<file path="src/rtl/stopwatch_pkg.sv">
// Shared state encodings, BCD digit limits and the count boundary compares
// used by the stopwatch controller.
package stopwatch_pkg;

   typedef enum logic [2:0] {
      ST_IDLE     = 3'd0,
      ST_RUN_UP   = 3'd1,
      ST_RUN_DOWN = 3'd2,
      ST_PAUSED   = 3'd3,
      ST_EXPIRED  = 3'd4
   } state_t;

   localparam logic [3:0] MAX_TENTHS = 4'd9;
   localparam logic [3:0] MAX_ONES   = 4'd9;
   localparam logic [3:0] MAX_TENS   = 4'd5;
   localparam logic [3:0] MAX_MIN    = 4'd9;

   function automatic logic is_zero(input logic [3:0] tenths, input logic [3:0] ones,
                                    input logic [3:0] tens, input logic [3:0] mins);
      return (tenths == 4'd0) && (ones == 4'd0) && (tens == 4'd0) && (mins == 4'd0);
   endfunction

   function automatic logic is_max(input logic [3:0] tenths, input logic [3:0] ones,
                                   input logic [3:0] tens, input logic [3:0] mins);
      return (tenths == MAX_TENTHS) && (ones == MAX_ONES) &&
             (tens == MAX_TENS) && (mins == MAX_MIN);
   endfunction

endpackage

</file>
<file path="src/rtl/stopwatch_ctrl_btn_edge.sv">
// Button front end: multi-flop synchronizer followed by a rising-edge
// detector, giving one pulse per press however long the button is held.
module btn_edge #(
   parameter int SYNC_STAGES = 2
) (
   input  logic clk,
   input  logic reset,
   input  logic btn,
   output logic pulse
);

   logic [SYNC_STAGES-1:0] sync_q;
   logic                   prev_q;

   always_ff @(posedge clk) begin
      if (reset) begin
         sync_q <= '0;
         prev_q <= 1'b0;
      end else begin
         sync_q <= {sync_q[SYNC_STAGES-2:0], btn};
         prev_q <= sync_q[SYNC_STAGES-1];
      end
   end

   assign pulse = sync_q[SYNC_STAGES-1] & ~prev_q;

endmodule

</file>
<file path="src/rtl/stopwatch_ctrl.sv">
// Stopwatch sequencing controller: button commands, tenth-second tick,
// direction control, zero/max stop and lap hold for the BCD counter.
//
//   state       | meaning
//   ------------+-----------------------------------------------
//   ST_IDLE     | stopped, counter may be cleared with stop
//   ST_RUN_UP   | counting up on every tick
//   ST_RUN_DOWN | counting down on every tick
//   ST_PAUSED   | counting held, resume or clear
//   ST_EXPIRED  | hit 0:00.0 counting down or 9:59.9 counting up
module stopwatch_ctrl
   import stopwatch_pkg::*;
#(
   parameter int TICK_DIV    = 10,
   parameter int SYNC_STAGES = 2
) (
   input  logic       clk,
   input  logic       reset,
   input  logic       start_btn,
   input  logic       stop_btn,
   input  logic       mode_btn,
   input  logic       lap_btn,
   input  logic [3:0] Tenths_Seconds,
   input  logic [3:0] Ones_Seconds,
   input  logic [3:0] Tens_Seconds,
   input  logic [3:0] Minutes,
   output logic       count_en,
   output logic       Countdown,
   output logic       clear_cnt,
   output logic       lap_hold,
   output logic       expired,
   output logic [2:0] state
);

   localparam int              CNT_W    = (TICK_DIV > 1) ? $clog2(TICK_DIV) : 1;
   localparam logic [CNT_W-1:0] CNT_LOAD = CNT_W'(TICK_DIV - 1);

   logic start_p, stop_p, mode_p, lap_p;

   btn_edge #(.SYNC_STAGES(SYNC_STAGES)) u_start (.clk(clk), .reset(reset), .btn(start_btn), .pulse(start_p));
   btn_edge #(.SYNC_STAGES(SYNC_STAGES)) u_stop  (.clk(clk), .reset(reset), .btn(stop_btn),  .pulse(stop_p));
   btn_edge #(.SYNC_STAGES(SYNC_STAGES)) u_mode  (.clk(clk), .reset(reset), .btn(mode_btn),  .pulse(mode_p));
   btn_edge #(.SYNC_STAGES(SYNC_STAGES)) u_lap   (.clk(clk), .reset(reset), .btn(lap_btn),   .pulse(lap_p));

   state_t           state_q, state_d;
   logic             dir_q, dir_d;
   logic             lap_q, lap_d;
   logic             cen_d, clr_d;
   logic [CNT_W-1:0] tick_cnt_q;
   logic             run_st, tick, at_zero, at_max;

   assign run_st  = (state_q == ST_RUN_UP) || (state_q == ST_RUN_DOWN);
   assign tick    = run_st && (tick_cnt_q == '0);
   assign at_zero = is_zero(Tenths_Seconds, Ones_Seconds, Tens_Seconds, Minutes);
   assign at_max  = is_max(Tenths_Seconds, Ones_Seconds, Tens_Seconds, Minutes);

   // Down-counter reloads outside the run states so the first tick lands
   // TICK_DIV cycles after entering a run; a direction flip does not reload.
   always_ff @(posedge clk) begin
      if (reset || !run_st || tick) begin
         tick_cnt_q <= CNT_LOAD;
      end else begin
         tick_cnt_q <= tick_cnt_q - 1'b1;
      end
   end

   always_comb begin
      state_d = state_q;
      dir_d   = dir_q;
      lap_d   = lap_q;
      cen_d   = 1'b0;
      clr_d   = 1'b0;
      unique case (state_q)
         ST_IDLE: begin
            if (stop_p) begin
               clr_d = 1'b1;
            end else if (start_p) begin
               state_d = dir_q ? ST_RUN_DOWN : ST_RUN_UP;
            end else if (mode_p) begin
               dir_d = ~dir_q;
            end
         end
         ST_RUN_UP, ST_RUN_DOWN: begin
            if (stop_p) begin
               state_d = ST_PAUSED;
            end else begin
               if (!start_p && mode_p) begin
                  dir_d   = ~dir_q;
                  state_d = dir_q ? ST_RUN_UP : ST_RUN_DOWN;
               end
               // Boundary follows the direction the counter will actually see.
               if (tick) begin
                  if (dir_d ? at_zero : at_max) begin
                     state_d = ST_EXPIRED;
                  end else begin
                     cen_d = 1'b1;
                  end
               end
            end
         end
         ST_PAUSED: begin
            if (stop_p) begin
               state_d = ST_IDLE;
               clr_d   = 1'b1;
            end else if (start_p) begin
               state_d = dir_q ? ST_RUN_DOWN : ST_RUN_UP;
            end else if (mode_p) begin
               dir_d = ~dir_q;
            end
         end
         ST_EXPIRED: begin
            if (start_p || stop_p) begin
               state_d = ST_IDLE;
               clr_d   = 1'b1;
            end
         end
         default: state_d = ST_IDLE;
      endcase
      if (lap_p && (run_st || (state_q == ST_PAUSED))) begin
         lap_d = ~lap_q;
      end
      if (state_d == ST_IDLE) begin
         lap_d = 1'b0;
      end
   end

   always_ff @(posedge clk) begin
      if (reset) begin
         state_q   <= ST_IDLE;
         dir_q     <= 1'b0;
         lap_q     <= 1'b0;
         count_en  <= 1'b0;
         clear_cnt <= 1'b0;
         expired   <= 1'b0;
      end else begin
         state_q   <= state_d;
         dir_q     <= dir_d;
         lap_q     <= lap_d;
         count_en  <= cen_d;
         clear_cnt <= clr_d;
         expired   <= (state_d == ST_EXPIRED);
      end
   end

   assign state     = state_q;
   assign Countdown = dir_q;
   assign lap_hold  = lap_q;

endmodule
</file>
<file path="config.mk">
export PLATFORM = sky130hd
export DESIGN_NAME = stopwatch_ctrl
export DESIGN_NICKNAME = d
export VERILOG_FILES = /design/src/rtl/stopwatch_pkg.sv /design/src/rtl/stopwatch_ctrl_btn_edge.sv /design/src/rtl/stopwatch_ctrl.sv
export SDC_FILE = /design/constraint.sdc
export NUM_CORES = 1
export LEC_CHECK = 0
export ABC_AREA = 1
export BUFFER_PORTS_ARGS = -buffer_cell sky130_fd_sc_hd__buf_2
export CAP_MARGIN = 20
export CORE_UTILIZATION = 55
export DETAILED_ROUTE_END_ITERATION = 10
export PLACE_DENSITY = 0.82
export SYNTH_ARGS = -nofsm -noshare
export SYNTH_HDL_FRONTEND = slang
export SYNTH_HIERARCHICAL = 1
export SYNTH_SLANG_ARGS = --single-unit
</file>
<file path="constraint.sdc">
create_clock -name clk -period 3.9 [get_ports clk]
set_clock_uncertainty 0.05 [all_clocks]
set_input_delay 0.39 -clock clk [delete_from_list [all_inputs] [get_ports clk]]
set_output_delay 0.39 -clock clk [all_outputs]
set_load 0.01 [all_outputs]
</file>
Word-level counts from Yosys, hierarchy flattened
Cells that the tools add are included.
{ "op_classes": {"add_sub_neg": 1, "bitwise": 12, "muxes": 24, "reduce_logical": 29, "eq_ne": 13} }
{ "op_table": {"columns": ["cell", "n"], "rows": [
  ["3-bit 2-to-1 mux", 8],
  ["4-bit zero test", 5],
  ["4-bit equality test (second input constant)", 3],
  ["3-bit one-hot mux with 4 select lines", 1],
  ["1-bit 2-to-1 mux", 11],
  ["1-bit logical AND", 9],
  ["1-bit inverter", 8],
  ["3-bit by 2-bit equality test with 1-bit output (second input constant)", 2],
  ["3-bit equality test (second input constant)", 2],
  ["3-bit zero test", 2],
  ["2-bit != test (second input constant)", 3],
  ["2-bit OR reduction", 3],
  ["1-bit logical OR", 5],
  ["5-bit AND reduction", 1],
  ["1-bit bitwise AND", 4],
  ["4-bit by 3-bit equality test with 1-bit output (second input constant)", 1],
  ["2-bit 2-to-1 mux", 2],
  ["1-bit one-hot mux with 2 select lines", 2],
  ["4-bit OR reduction", 1],
  ["4-bit by 1-bit subtractor with 4-bit output (second input constant)", 1],
  ["3-bit by 1-bit equality test with 1-bit output (second input constant)", 1],
  ["1-bit zero test", 2],
  ["2-bit by 1-bit != test with 1-bit output (second input constant)", 1],
  ["2-bit nonzero test", 1]
]} }
{ "word_totals": {"in_bits": 22, "regBits": 24, "out_inout_bits": 8, "elab_cells": 94} }

Longest topological paths before layout
Gate-level depths: netlist of the first run.
{ "logic_depth": {"ltp_word": 14, "ltp_mapped": 15, "depth_no_buf": 15} }

Cells and area by module
Netlist of the first run, hierarchy kept.
{ "by_module_without_submodules": {"columns": ["module", "area_each_um2", "n_inst", "cells_each"], "rows": [
  ["stopwatch_ctrl", 835.8, 1, 123],
  ["btn_edge", 86.3, 4, 10]
]} }

Least setup slack after synthesis of the first run
OpenSTA, ideal clock, no wires.
{ "synth_path": {"path_type": "register -> register", "startpoint": "register u_start.sync_q[1]", "endpoint": "register lap_q (netlist: lap_hold)", "path_stages_with_launch": 14, "arrival_ps": 1321, "path_slack_ps": 2417, "t_required_ps": 3739, "n_path_buf": 0, "cell_sequence": "dfxtp_1 inv_1 nor2_1 inv_2 nand2_4 nand2_2 nand2_4 inv_2 nand2_4 nand3_4 a21oi_2 nand2_1 nor2_1 nor2_1"} }
{ "synth_between": {"elab_chain_len": 13} }
{ "synth_lines": {"columns": ["element", "line", "source"], "rows": [
  ["from (decl)", "stopwatch_ctrl_btn_edge.sv:12", "logic [SYNC_STAGES-1:0] sync_q;"],
  ["from (signal assigned)", "stopwatch_ctrl_btn_edge.sv:20", "sync_q <= {sync_q[SYNC_STAGES-2:0], btn};"],
  ["1-bit bitwise AND *", "stopwatch_ctrl_btn_edge.sv:25", "assign pulse = sync_q[SYNC_STAGES-1] & ~prev_q;"],
  ["net start_p", "stopwatch_ctrl.sv:38", "logic start_p, stop_p, mode_p, lap_p;"],
  ["1-bit zero test", "stopwatch_ctrl.sv:87", "if (!start_p && mode_p) begin"],
  ["1-bit logical AND", "stopwatch_ctrl.sv:87", null],
  ["1-bit 2-to-1 mux", "stopwatch_ctrl.sv:87", null],
  ["1-bit 2-to-1 mux", "stopwatch_ctrl.sv:84", "if (stop_p) begin"],
  ["1-bit 2-to-1 mux", "stopwatch_ctrl.sv:73", "unique case (state_q)"],
  ["1-bit 2-to-1 mux", "stopwatch_ctrl.sv:93", "if (dir_d ? at_zero : at_max) begin"],
  ["3-bit 2-to-1 mux", "stopwatch_ctrl.sv:93", null],
  ["3-bit 2-to-1 mux", "stopwatch_ctrl.sv:92", "if (tick) begin"],
  ["3-bit 2-to-1 mux", "stopwatch_ctrl.sv:84", null],
  ["3-bit one-hot mux with 4 select lines *", "stopwatch_ctrl.sv:73", null],
  ["3-bit zero test *", "stopwatch_ctrl.sv:122", "if (state_d == ST_IDLE) begin"],
  ["2-bit OR reduction (no line) *", null, null],
  ["to (signal assigned)", "stopwatch_ctrl.sv:138", "lap_q <= lap_d;"],
  ["to (decl)", "stopwatch_ctrl.sv:47", "logic lap_q, lap_d;"]
]} }
The timed path passes the listed nets; every way through them passes the cells marked *. The select of a mux whose other input is x is not followed.
A chain may end at the register's enable or synchronous reset.

Worst setup path in the final report of the first run
{ "layout_path": {"startpoint": "register u_stop.sync_q[1]", "endpoint": "register lap_q (netlist: lap_hold)"} }
{ "layout_between": {"elab_chain_len": 6} }
{ "layout_lines": {"columns": ["element", "line", "source"], "rows": [
  ["from (decl)", "stopwatch_ctrl_btn_edge.sv:12", null],
  ["from (signal assigned)", "stopwatch_ctrl_btn_edge.sv:20", null],
  ["1-bit bitwise AND *", "stopwatch_ctrl_btn_edge.sv:25", null],
  ["net stop_p", "stopwatch_ctrl.sv:38", null],
  ["1-bit logical OR", "stopwatch_ctrl.sv:112", "if (start_p || stop_p) begin"],
  ["3-bit 2-to-1 mux", "stopwatch_ctrl.sv:112", null],
  ["3-bit one-hot mux with 4 select lines *", "stopwatch_ctrl.sv:73", null],
  ["3-bit zero test *", "stopwatch_ctrl.sv:122", null],
  ["2-bit OR reduction (no line) *", null, null]
]} }
The timed path passes the listed nets; every way through them passes the cells marked *.

==> results by group, run 1 <==
Critical path
  • Largest fanout on the critical path: 6
  • Worst r2r dst: lap_hold
  • FF-to-FF setup slack: 2170 ps
  • Reg2Reg Depth: 11
  • CP Launch Type: flop
  • Critical path required time: 4070 ps
  • Arr. time, crit path: 1900 ps
  • Setup CP Type: flop to flop
  • Reg-to-Reg Start: u_stop/sync_q[1]
  • Worst Setup End Kind: flop

Timing
  • Setup tns final: 0 ps
  • Final setup fails: 0
  • RSZ-0062 raised after global routing: no
  • Slew margin rel.: 68.44%
  • Max Clock Freq: 577.5 MHz
  • Slew Limit Fails: 0
  • Tmin final: 1732 ps
  • Final Hold Viols: 0
  • Worst-margin pin slew: 471.7 ps
  • Final Cycle Share: 44.40%

Clocking
  • TritonCTS clock tree: yes
  • Post-CTS Resized: 0
  • Post-CTS Setup Repair Bufs: 0
  • CTS Sinks: 24
  • Clk Latency, worst-skew pair: 320 ps
  • Buffer depth of the longest clock path: 2
  • Htree depth: 1
  • Root Driver: clkbuf_4
  • Reg clk slew, reported paths: 130 ps
  • Num CTS Buffers: 3
  • CTS Hold Bufs: 0

Floorplan
  • Core ar.: 1982 µm²
  • Die Y: 48.34 µm
  • Site Rows: 16
  • Starting Density: 59.60%
  • Number of I/O pins: 30
  • Die Width: 48.34 µm
  • Die area: 2337 µm²

Routing
  • Vias: 1,051
  • Pre-antenna DRT Iters: 6
  • Remaining DRCs: 0
  • Final WL: 2.181 mm
  • Final ANT Viol Nets: 0
  • Vias per inst: 4.734
  • DR iter-0 viols: 35
  • Routed wire per std cell: 9.824 µm

Outcome
  • Status: finished, final reports clean

Global route
  • Initial antenna violation count: 0
  • Met1 Resource Use GR: 26.09%
  • GRT Residual Overflow: 0
  • First-pass GRT wire length: 3.795 mm
  • GRT met3 Usage: 3.459%
  • Gr usage total: 20.39%
  • Met2 usage in global routing: 34.04%
  • Gr busiest metal: met2
  • Vias in the first global route: 935
  • Pin count of the biggest net entering global routing: 22

Placed design
  • PortBufs: 29
  • Dpl cells: 218
  • Routability cong.: 0.9592
  • DPL Wire Length: 1.715 mm

Power and ir drop
  • Power, Total: 0.5071 mW
  • P_int: 0.3857 mW
  • Power per cell area: 359.9 nW/µm²
  • Combinational share of power: 14.2%
  • Flop pwr share: 50.8%
  • Leak Pwr: 0.6812 nW
  • Maximum VDD drop: 0.2504 mV
  • NetSw: 0.1214 mW
  • Clock share of power: 34.9%
  • Sw frac: 23.93%

Finish
  • ANT cells: 0
  • Fin cells: 222
  • Layout area overhead: 19.28%
  • Final net count: 220
  • Fill cells: 170
  • Share of cells above drive strength 1: 28.72%

Yosys
  • Register bit total from synthesis: 24
  • Most used DFF post-synth: dfxtp_1
  • Seq/Total Area, Yosys: 40.68%
  • Syn_nets: 187
  • Mapped cell area: 1181 µm²
  • Post-synthesis cell count: 163
  • Top cells by area, synth: dfxtp_1 41%, nor2_1 14%, nand2_1 7.6%, inv_1 7.0%, nand2_4 4.8%
  • Post-synth cell types: 27
  • Post-synth EDFFs: 0
  • Yosys top cell area share: 40.68%
  • Yosys warning total: 6
  • Most frequent cell after synthesis: nor2_1
  • Async S/R FF share, synth: 0%
  • Synth area leader: dfxtp_1
  • Syn Area/Cell: 7.246 µm²
  • Most frequent cells after synthesis: 44 x nor2_1, 24 x dfxtp_1, 24 x nand2_1, 22 x inv_1, 6 x o21ai_0

Hold path
  • Hold WC Path Type: primary input to flop
  • Min-delay src: start_btn
  • Hold Path Stages: 3
  • Worst Hold Path EP: u_start/sync_q[0]

Flow run
  • Max_cap viols: 0
how the worst max path moves through the flow:
| stage | from | endpoint | depth (start not counted) |
|---|---|---|---|
| 6_report | u_stop/sync_q[1] | lap_hold | 11 |
| 5_1_grt | u_stop/sync_q[1] | lap_hold | 11 |
| 4_1_cts | u_stop/sync_q[1] | lap_hold | 11 |
| 3_5_place_dp | u_stop/sync_q[1] | lap_hold | 11 |
| 3_3_place_gp | u_start/sync_q[1] | lap_hold | 13 |
| 2_1_floorplan | u_start/sync_q[1] | lap_hold | 13 |
sequential cells by signal (all words and copies together) (netlist names):
name / count
u_mode/sync_q: 2
clear_cnt: 1
u_stop/prev_q: 1
state: 3
u_lap/prev_q: 1
count_en: 1
expired: 1
tick_cnt_q: 4
u_start/prev_q: 1
lap_hold: 1
u_stop/sync_q: 2
u_mode/prev_q: 1
u_start/sync_q: 2
Countdown: 1
u_lap/sync_q: 2
worst max-delay path: stages (launching register included):
cell,delay (ps)
dfxtp_1,330
inv_1,50
nor2_1,370
inv_1,200
nand2_1,100
o21ai_0,70
nand2_1,70
nand3_2,60
a21oi_2,120
nand2_1,70
nor2_1,100
nor2_1,50
per-stage QoR:
step	hold WS, ps	area (µm²)	setup WS [ps]	util [%]
detailed placement	345.8	1356	2236	68.43
floorplan	328.0	1181	2417	-
global route	194.8	1409	1979	71.09
finish	202.6	1409	2168	71.09
CTS	201.2	1409	2201	71.09
global placement	340.4	1356	2262	68.43
power groups by stage:
stage | Clock, mW | Combinational [mW] | Sequential [mW]
after detailed placement | 0 | 0.0717 | 0.263
after CTS | 0.181 | 0.0721 | 0.258
final | 0.177 | 0.0720 | 0.258
after floorplan | 0 | 0.0475 | 0.264
after global placement | 0 | 0.0697 | 0.263
after global routing | 0.192 | 0.0819 | 0.259
cell families after synthesis:
family                     after synthesis  synth area share [%]
and+or+nand+nor                         92                 38.77
buffers and inverters                   29                 9.428
DFF                                     24                 40.68
AOI/OAI and AO/OA                       13                 6.781
xor gates and xnor gates                 3                 2.225
adders and majority gates                2                 2.118
cell type report:
type                       count  area, µm²  share of cell area (%)
tap                           27      33.78                   2.398
clock buffer                   3      22.52                   1.599
timing repair buffer          29      145.1                   10.30
clock inverter                 1      30.03                   2.131
multi-input combinational    110      589.3                   41.83
inverter                      28      107.6                   7.638
sequential                    24      480.5                   34.10
routing by layer:
metal / vias to the layer above / wire (µm)
met5: - / 0
met4: 0 / 35
met3: 5 / 125
met2: 34 / 980
met1: 446 / 1039
li1: 566 / -
placed cells by master (no fill, tap or decap), types with 2 or more instances in the layout:
master / netlist / final
dfxtp_1: 24 / 24
inv_1: 22 / 22
buf_2: 0 / 29
nand2_2: 3 / 3
nand3_2: 2 / 2
a21oi_1: 2 / 2
a21oi_2: 2 / 2
nand3_4: 2 / 2
nand3_1: 3 / 3
ha_1: 2 / 2
nand2_1: 24 / 24
inv_2: 5 / 5
nor4_1: 2 / 2
o21ai_0: 6 / 6
xnor2_1: 2 / 2
clkbuf_4: 0 / 3
nand2_4: 5 / 5
nor2_1: 44 / 44
nor3_1: 3 / 3
(Power assumes the default switching activity.)
==> run 2: changes to the inputs <==
CORE_UTILIZATION = 51   (was 55)
PLACE_DENSITY = 0.77   (was 0.82)
clock period = 1.6 ns   (was 3.9 ns; I/O delays follow)
==> run 2 against run 1 <==
Against the previous run: clock power up 150%; utilization down 3.1 points; highest routed layer unchanged; register-to-register slack worse by 2100 ps; global-route usage down 0.70 points; critical endpoint unchanged.
==> results by group, run 2 (synthesized netlist as in run 1, its figures left out) <==
Outcome
  • Status: finished, final reports clean

Routing
  • Final WL: 2.365 mm (+8.4%)
  • Final ANT Viol Nets: 0 (unchanged)
  • Routed wire per std cell: 10.33 µm (+5.1%)
  • DR iter-0 viols: 15 (-57%)
  • Remaining DRCs: 0 (unchanged)
  • Vias: 1,074 (+2.2%)
  • Pre-antenna DRT Iters: 4 (-2)
  • Vias per inst: 4.690 (-0.94%)

Global route
  • Gr busiest metal: met2
  • GRT Residual Overflow: 0 (unchanged)
  • Gr usage total: 19.69% (-0.70 points)
  • Pin count of the biggest net entering global routing: 22 (unchanged)
  • GRT met3 Usage: 4.012% (+0.55 points)
  • Met1 Resource Use GR: 24.20% (-1.9 points)
  • Vias in the first global route: 916 (-2.0%)
  • First-pass GRT wire length: 3.732 mm (-1.7%)
  • Initial antenna violation count: 0 (unchanged)
  • Met2 usage in global routing: 34.00% (-0.038 points)

Hold path
  • Hold Path Stages: 2 (-1)
  • Min-delay src: reset
  • Worst Hold Path EP: u_mode/prev_q
  • Hold WC Path Type: primary input to flop

Finish
  • Fill cells: 193 (+14%)
  • Largest reg by FF count: tick_cnt_q
  • Largest register FFs: 4 (unchanged)
  • Leading cell type in the layout, fill and taps excluded: nor2_1
  • Commonest cells after routing, fill and taps aside: 42 x nor2_1, 29 x buf_2, 24 x nand2_1
  • End-of-flow core utilization: 67.96% (-3.1 points)
  • Layout area overhead: 26.06%
  • ANT cells: 0 (unchanged)
  • Final net count: 226 (+2.7%)
  • Final Cell Area: 1489 µm² (+5.7%)
  • Share of cells above drive strength 1: 31.34% (+2.6 points)

Timing
  • Max Clock Freq: 643.1 MHz (+11%)
  • Setup tns final: 0 ps (unchanged)
  • Final setup fails: 0 (unchanged)
  • Worst-margin pin slew: 348.7 ps (-123.0 ps)
  • Setup slack after layout: 45.01 ps (-2123 ps)
  • Slew margin rel.: 76.16% (+7.7 points)
  • Final Cycle Share: 97.19% (+53 points)
  • RSZ-0062 raised after global routing: yes
  • Tmin final: 1555 ps (-176.5 ps)
  • Final Hold Viols: 0 (unchanged)
  • Slew Limit Fails: 0 (unchanged)

Critical path
  • CP Launch Type: flop
  • Worst r2r dst: lap_hold
  • Reg2Reg Depth: 13 (+2)
  • Critical path required time: 1770 ps (-2300 ps)
  • Reg-to-Reg Start: u_start/sync_q[1]
  • Arr. time, crit path: 1720 ps (-180 ps)
  • Worst Setup End Kind: flop
  • Largest fanout on the critical path: 5 (-1)
  • Setup CP Type: flop to flop
  • FF-to-FF setup slack: 50 ps (-2120 ps)

Floorplan
  • Die Y: 50.13 µm (+3.7%)
  • Die Width: 50.13 µm (+3.7%)
  • Core ar.: 2191 µm² (+11%)
  • Number of I/O pins: 30 (unchanged)
  • Starting Density: 53.91% (-5.7 points)
  • Site Rows: 17 (+1)
  • Die area: 2513 µm² (+7.5%)

Clocking
  • CTS Sinks: 24 (unchanged)
  • Htree depth: 1 (unchanged)
  • TritonCTS clock tree: yes
  • Reg clk slew, reported paths: 140 ps (about the same)
  • Clk Latency, worst-skew pair: 310 ps (about the same)
  • Buffer depth of the longest clock path: 2 (unchanged)
  • Num CTS Buffers: 3 (unchanged)
  • Root Driver: clkbuf_4

Placed design
  • Placed cell area: 1365 µm² (+0.65%)
  • DPL Wire Length: 1.734 mm (+1.1%)
  • Routability cong.: 0.8784 (-8.4%)
  • Dpl ws: -23.98 ps (-2260 ps)
  • PortBufs: 29 (unchanged)

Flow run
  • Max_cap viols: 0 (unchanged)

Power and ir drop
  • Power per cell area: 847.2 nW/µm² (+140%)
  • Leak Pwr: 0.7096 nW (+4.2%)
  • Maximum VDD drop: 0.7723 mV (+210%)
-- run 2: final cells by class --
type                    instances  area [µm²]  area share [%]
multi-input cells             110       611.8           41.09
flip-flops and latches         24       481.7           32.35
repair buffers                 35       200.2           13.45
inverters                      28       107.6           7.227
well taps                      28       35.03           2.353
clock inverters                 1       30.03           2.017
clock buffers                   3       22.52           1.513
-- run 2: layer usage --
| metal | vias to the layer above | share of wire (%) |
|---|---|---|
| met5 | - | 0 |
| met4 | 0 | 0.47 |
| met1 | 472 | 45 |
| met2 | 24 | 51 |
| li1 | 576 | - |
| met3 | 2 | 4.1 |
-- run 2: metrics by stage --
stage | std cells | hold slack, ps | power [mW]
final | 229 | 174.8 | 1.261
after global routing | 229 | 189.2 | 1.317
after CTS | 228 | 161.7 | 1.261
after detailed placement | 220 | 322.2 | 0.8206
after global placement | 220 | 310.3 | 0.8133
after floorplan | 163 | 181.2 | 0.7582
-- run 2: power breakdown --
| part | internal [mW] | switching (mW) |
|---|---|---|
| Clock | 0.253 | 0.183 |
| Sequential | 0.618 | 0.0125 |
| Combinational | 0.0809 | 0.114 |
-- run 2: worst max path at each step --
stage                            from       end  depth (start not counted)
floorplan           u_start/sync_q[1]  lap_hold                         13
global placement    u_start/sync_q[1]  lap_hold                         13
detailed placement  u_start/sync_q[1]  lap_hold                         13
CTS                  u_mode/sync_q[1]  lap_hold                         13
global route        u_start/sync_q[1]  lap_hold                         15
finish              u_start/sync_q[1]  lap_hold                         13
-- run 2: worst max-delay path, cell delays in order, from the launching register on --
cell and delay (ps):
dfxtp_2 350, inv_2 50, nor2_4 140, inv_2 60, nand2_4 80, inv_4 50, nand2_4 70, nand2_4 60
nand2_4 70, nand3_4 100, a21oi_2 170, nand2_1 70, nor2_1 90, nor2_1 40
-- run 2: repair_timing --
| item | CTS | global route |
|---|---|---|
| hold endpoints to repair | 4 | 0 |
| resized for setup | 2 | 6 |
| setup endpoints to repair | 1 | 2 |
| pin swaps | 0 | 4 |
| hold buffers | 4 | 0 |
| setup buffers | 0 | 1 |
==> run 3: changes to the inputs <==
CORE_UTILIZATION = 55   (was 51)
PLACE_DENSITY = 0.82   (was 0.77)
clock period = 2 ns   (was 1.6 ns; I/O delays follow)
==> run 3 against run 2 <==
Against the previous run: global-route usage up 2.3 points; utilization up 2.7 points; worst hold slack worse by 160 ps; critical endpoint unchanged; largest power group unchanged.
==> results by group, run 3 (synthesized netlist as in run 1, its figures left out) <==
Clocking
  • Reg clk slew, reported paths: 130 ps (about the same)
  • CTS Sinks: 24 (unchanged)
  • Num CTS Buffers: 3 (unchanged)
  • Htree depth: 1 (unchanged)
  • TritonCTS clock tree: yes
  • Clk Latency, worst-skew pair: 320 ps (about the same)
  • Post-CTS Setup Repair Bufs: 0 (unchanged)
  • Buffer depth of the longest clock path: 2 (unchanged)
  • Root Driver: clkbuf_4
  • Post-CTS Resized: 0 (-2)
  • CTS Hold Bufs: 0 (-4)

Flow run
  • Max_cap viols: 0 (unchanged)

Critical path
  • CP Launch Type: flop
  • Critical path required time: 2180 ps (+410 ps)
  • Setup CP Type: flop to flop
  • Worst path slowest cell: dfxtp_1
  • Arr. time, crit path: 1820 ps (+100 ps)
  • CP cell instances: inv_1 -> nor2_1 -> inv_2 -> nand2_4 -> nand2_2 -> nand2_4 -> inv_2 -> nand2_4 -> nand3_4 -> a21oi_2 -> nand2_1 -> nor2_1 -> nor2_1
  • Worst Setup End Kind: flop
  • Largest fanout on the critical path: 5 (unchanged)
  • CP Buf/Inv Count: 3 (unchanged)
  • CP delay by family, top: simple AND/OR/NAND/NOR gates
  • Largest stage delay on the critical path: 330 ps (-20 ps)

Timing
  • Setup tns final: 0 ps (unchanged)
  • Slew Limit Fails: 0 (unchanged)
  • Tmin final: 1640 ps (+85.14 ps)
  • Final Hold Viols: 0 (unchanged)
  • Final Cycle Share: 82.01% (-15 points)
  • Worst-margin pin slew: 328.4 ps (-20.27 ps)
  • Max Clock Freq: 609.7 MHz (-5.2%)
  • Final setup fails: 0 (unchanged)
  • Slew margin rel.: 77.54% (+1.4 points)
  • RSZ-0062 raised after global routing: no

Floorplan
  • Number of I/O pins: 30 (unchanged)
  • Die Y: 48.34 µm (-3.6%)
  • Die area: 2337 µm² (-7.0%)
  • Die Width: 48.34 µm (-3.6%)
  • Starting Density: 59.60% (+5.7 points)
  • Core ar.: 1982 µm² (-9.5%)
  • Site Rows: 16 (-1)

Power and ir drop
  • Sw frac: 26.77% (+2.2 points)
  • Leak Pwr: 0.6795 nW (-4.2%)
  • P_int: 0.6621 mW (-30%)
  • Clock share of power: 28.3% (-6.3 points)
  • NetSw: 0.2421 mW (-22%)
  • Power per cell area: 645.8 nW/µm² (-24%)
  • Maximum VDD drop: 0.5995 mV (-22%)
  • Flop pwr share: 55.7% (+5.7 points)
  • Combinational share of power: 16.0% (+0.6 points)

Global route
  • Gr busiest metal: met2
  • Pin count of the biggest net entering global routing: 22 (unchanged)
  • Met1 Resource Use GR: 23.82% (-0.38 points)
  • Initial antenna violation count: 0 (unchanged)
  • Vias in the first global route: 1,028 (+12%)
  • First-pass GRT wire length: 4.029 mm (+8.0%)
  • GRT met3 Usage: 4.088% (+0.076 points)
  • Gr usage total: 21.96% (+2.3 points)
  • Met2 usage in global routing: 42.25% (+8.3 points)
  • GRT Residual Overflow: 0 (unchanged)

Finish
  • Layout area overhead: 18.54%
  • Fin cells: 223 (-2.6%)
  • ANT cells: 0 (unchanged)
  • Commonest cells after routing, fill and taps aside: 44 x nor2_1, 29 x buf_2, 24 x dfxtp_1, 24 x nand2_1, 22 x inv_1
  • Fill cells: 168 (-13%)
  • Final net count: 221 (-2.2%)
  • Largest reg by FF count: tick_cnt_q
  • Leading cell type in the layout, fill and taps excluded: nor2_1
  • Share of cells above drive strength 1: 29.08% (-2.3 points)
  • Area occupied by multi-input gates: 589.3 µm² (-3.7%)
  • Register area: 480.5 µm² (-0.26%)
  • Largest register FFs: 4 (unchanged)

Placed design
  • DPL Wire Length: 1.867 mm (+7.6%)
  • PortBufs: 29 (unchanged)
  • Routability cong.: 0.9179 (+4.5%)
  • Dpl cells: 219 (-0.45%)

Routing
  • Remaining DRCs: 0 (unchanged)
  • DR iter-0 viols: 27 (+12)
  • Vias per inst: 4.758 (+1.4%)
  • Final ANT Viol Nets: 0 (unchanged)
  • Vias: 1,061 (-1.2%)
  • Routed wire per std cell: 10.43 µm (+0.95%)
  • Pre-antenna DRT Iters: 4 (unchanged)
  • Final WL: 2.325 mm (-1.7%)

Hold path
  • Hold WC Path Type: primary input to flop

Outcome
  • Status: finished, final reports clean
## run 3: worst paths after layout
path              cells after the start  slack [ps]         startpoint               end
setup / recovery                     13         360  u_start/sync_q[1]          lap_hold
hold / removal                        3          20           stop_btn  u_stop/sync_q[0]
setup reg to reg                     13         360  u_start/sync_q[1]          lap_hold
hold reg to reg                       2         370   u_stop/sync_q[0]  u_stop/sync_q[1]
## run 3: worst register-to-register path, stage by stage, from the launching register on
cell	delay, ps
dfxtp_1	330
inv_1	40
nor2_1	250
inv_2	80
nand2_4	90
nand2_2	70
nand2_4	90
inv_2	40
nand2_4	70
nand3_4	80
a21oi_2	160
nand2_1	70
nor2_1	110
nor2_1	50
## run 3: metal layers
layer / wire length, µm / vias up
li1: - / 560
met1: 1013 / 469
met2: 1182 / 27
met3: 98 / 5
met4: 31 / 0
met5: 0 / -
## run 3: power by group through the flow
stage	sequential, mW	combinational [mW]	clock [mW]
finish	0.504	0.144	0.256
global route	0.505	0.163	0.273
CTS	0.504	0.145	0.255
detailed placement	0.514	0.144	0
global placement	0.513	0.137	0
floorplan	0.514	0.0925	0
## run 3: area by class of cell
class                           instances  share of cell area [%]
Tap cell                               27                   2.413
Sequential cell                        24                   34.32
Multi-Input combinational cell        110                   42.09
Clock buffer                            4                   2.592
Timing Repair Buffer                   30                   10.90
Inverter                               28                   7.685
## run 3: per-stage QoR
stage / setup WS [ps] / hold WS (ps) / util (%) / area, µm² / total power, mW
2_1_floorplan: 517.0 / 221.2 / - / 1181 / 0.6065
3_3_place_gp: 457.9 / 342.8 / 68.81 / 1364 / 0.6499
3_5_place_dp: 378.5 / 351.5 / 68.81 / 1364 / 0.6584
4_1_cts: 360.2 / 20.69 / 70.64 / 1400 / 0.9035
5_1_grt: 222.0 / 21.52 / 70.64 / 1400 / 0.9420
6_report: 359.9 / 19.19 / 70.64 / 1400 / 0.9042
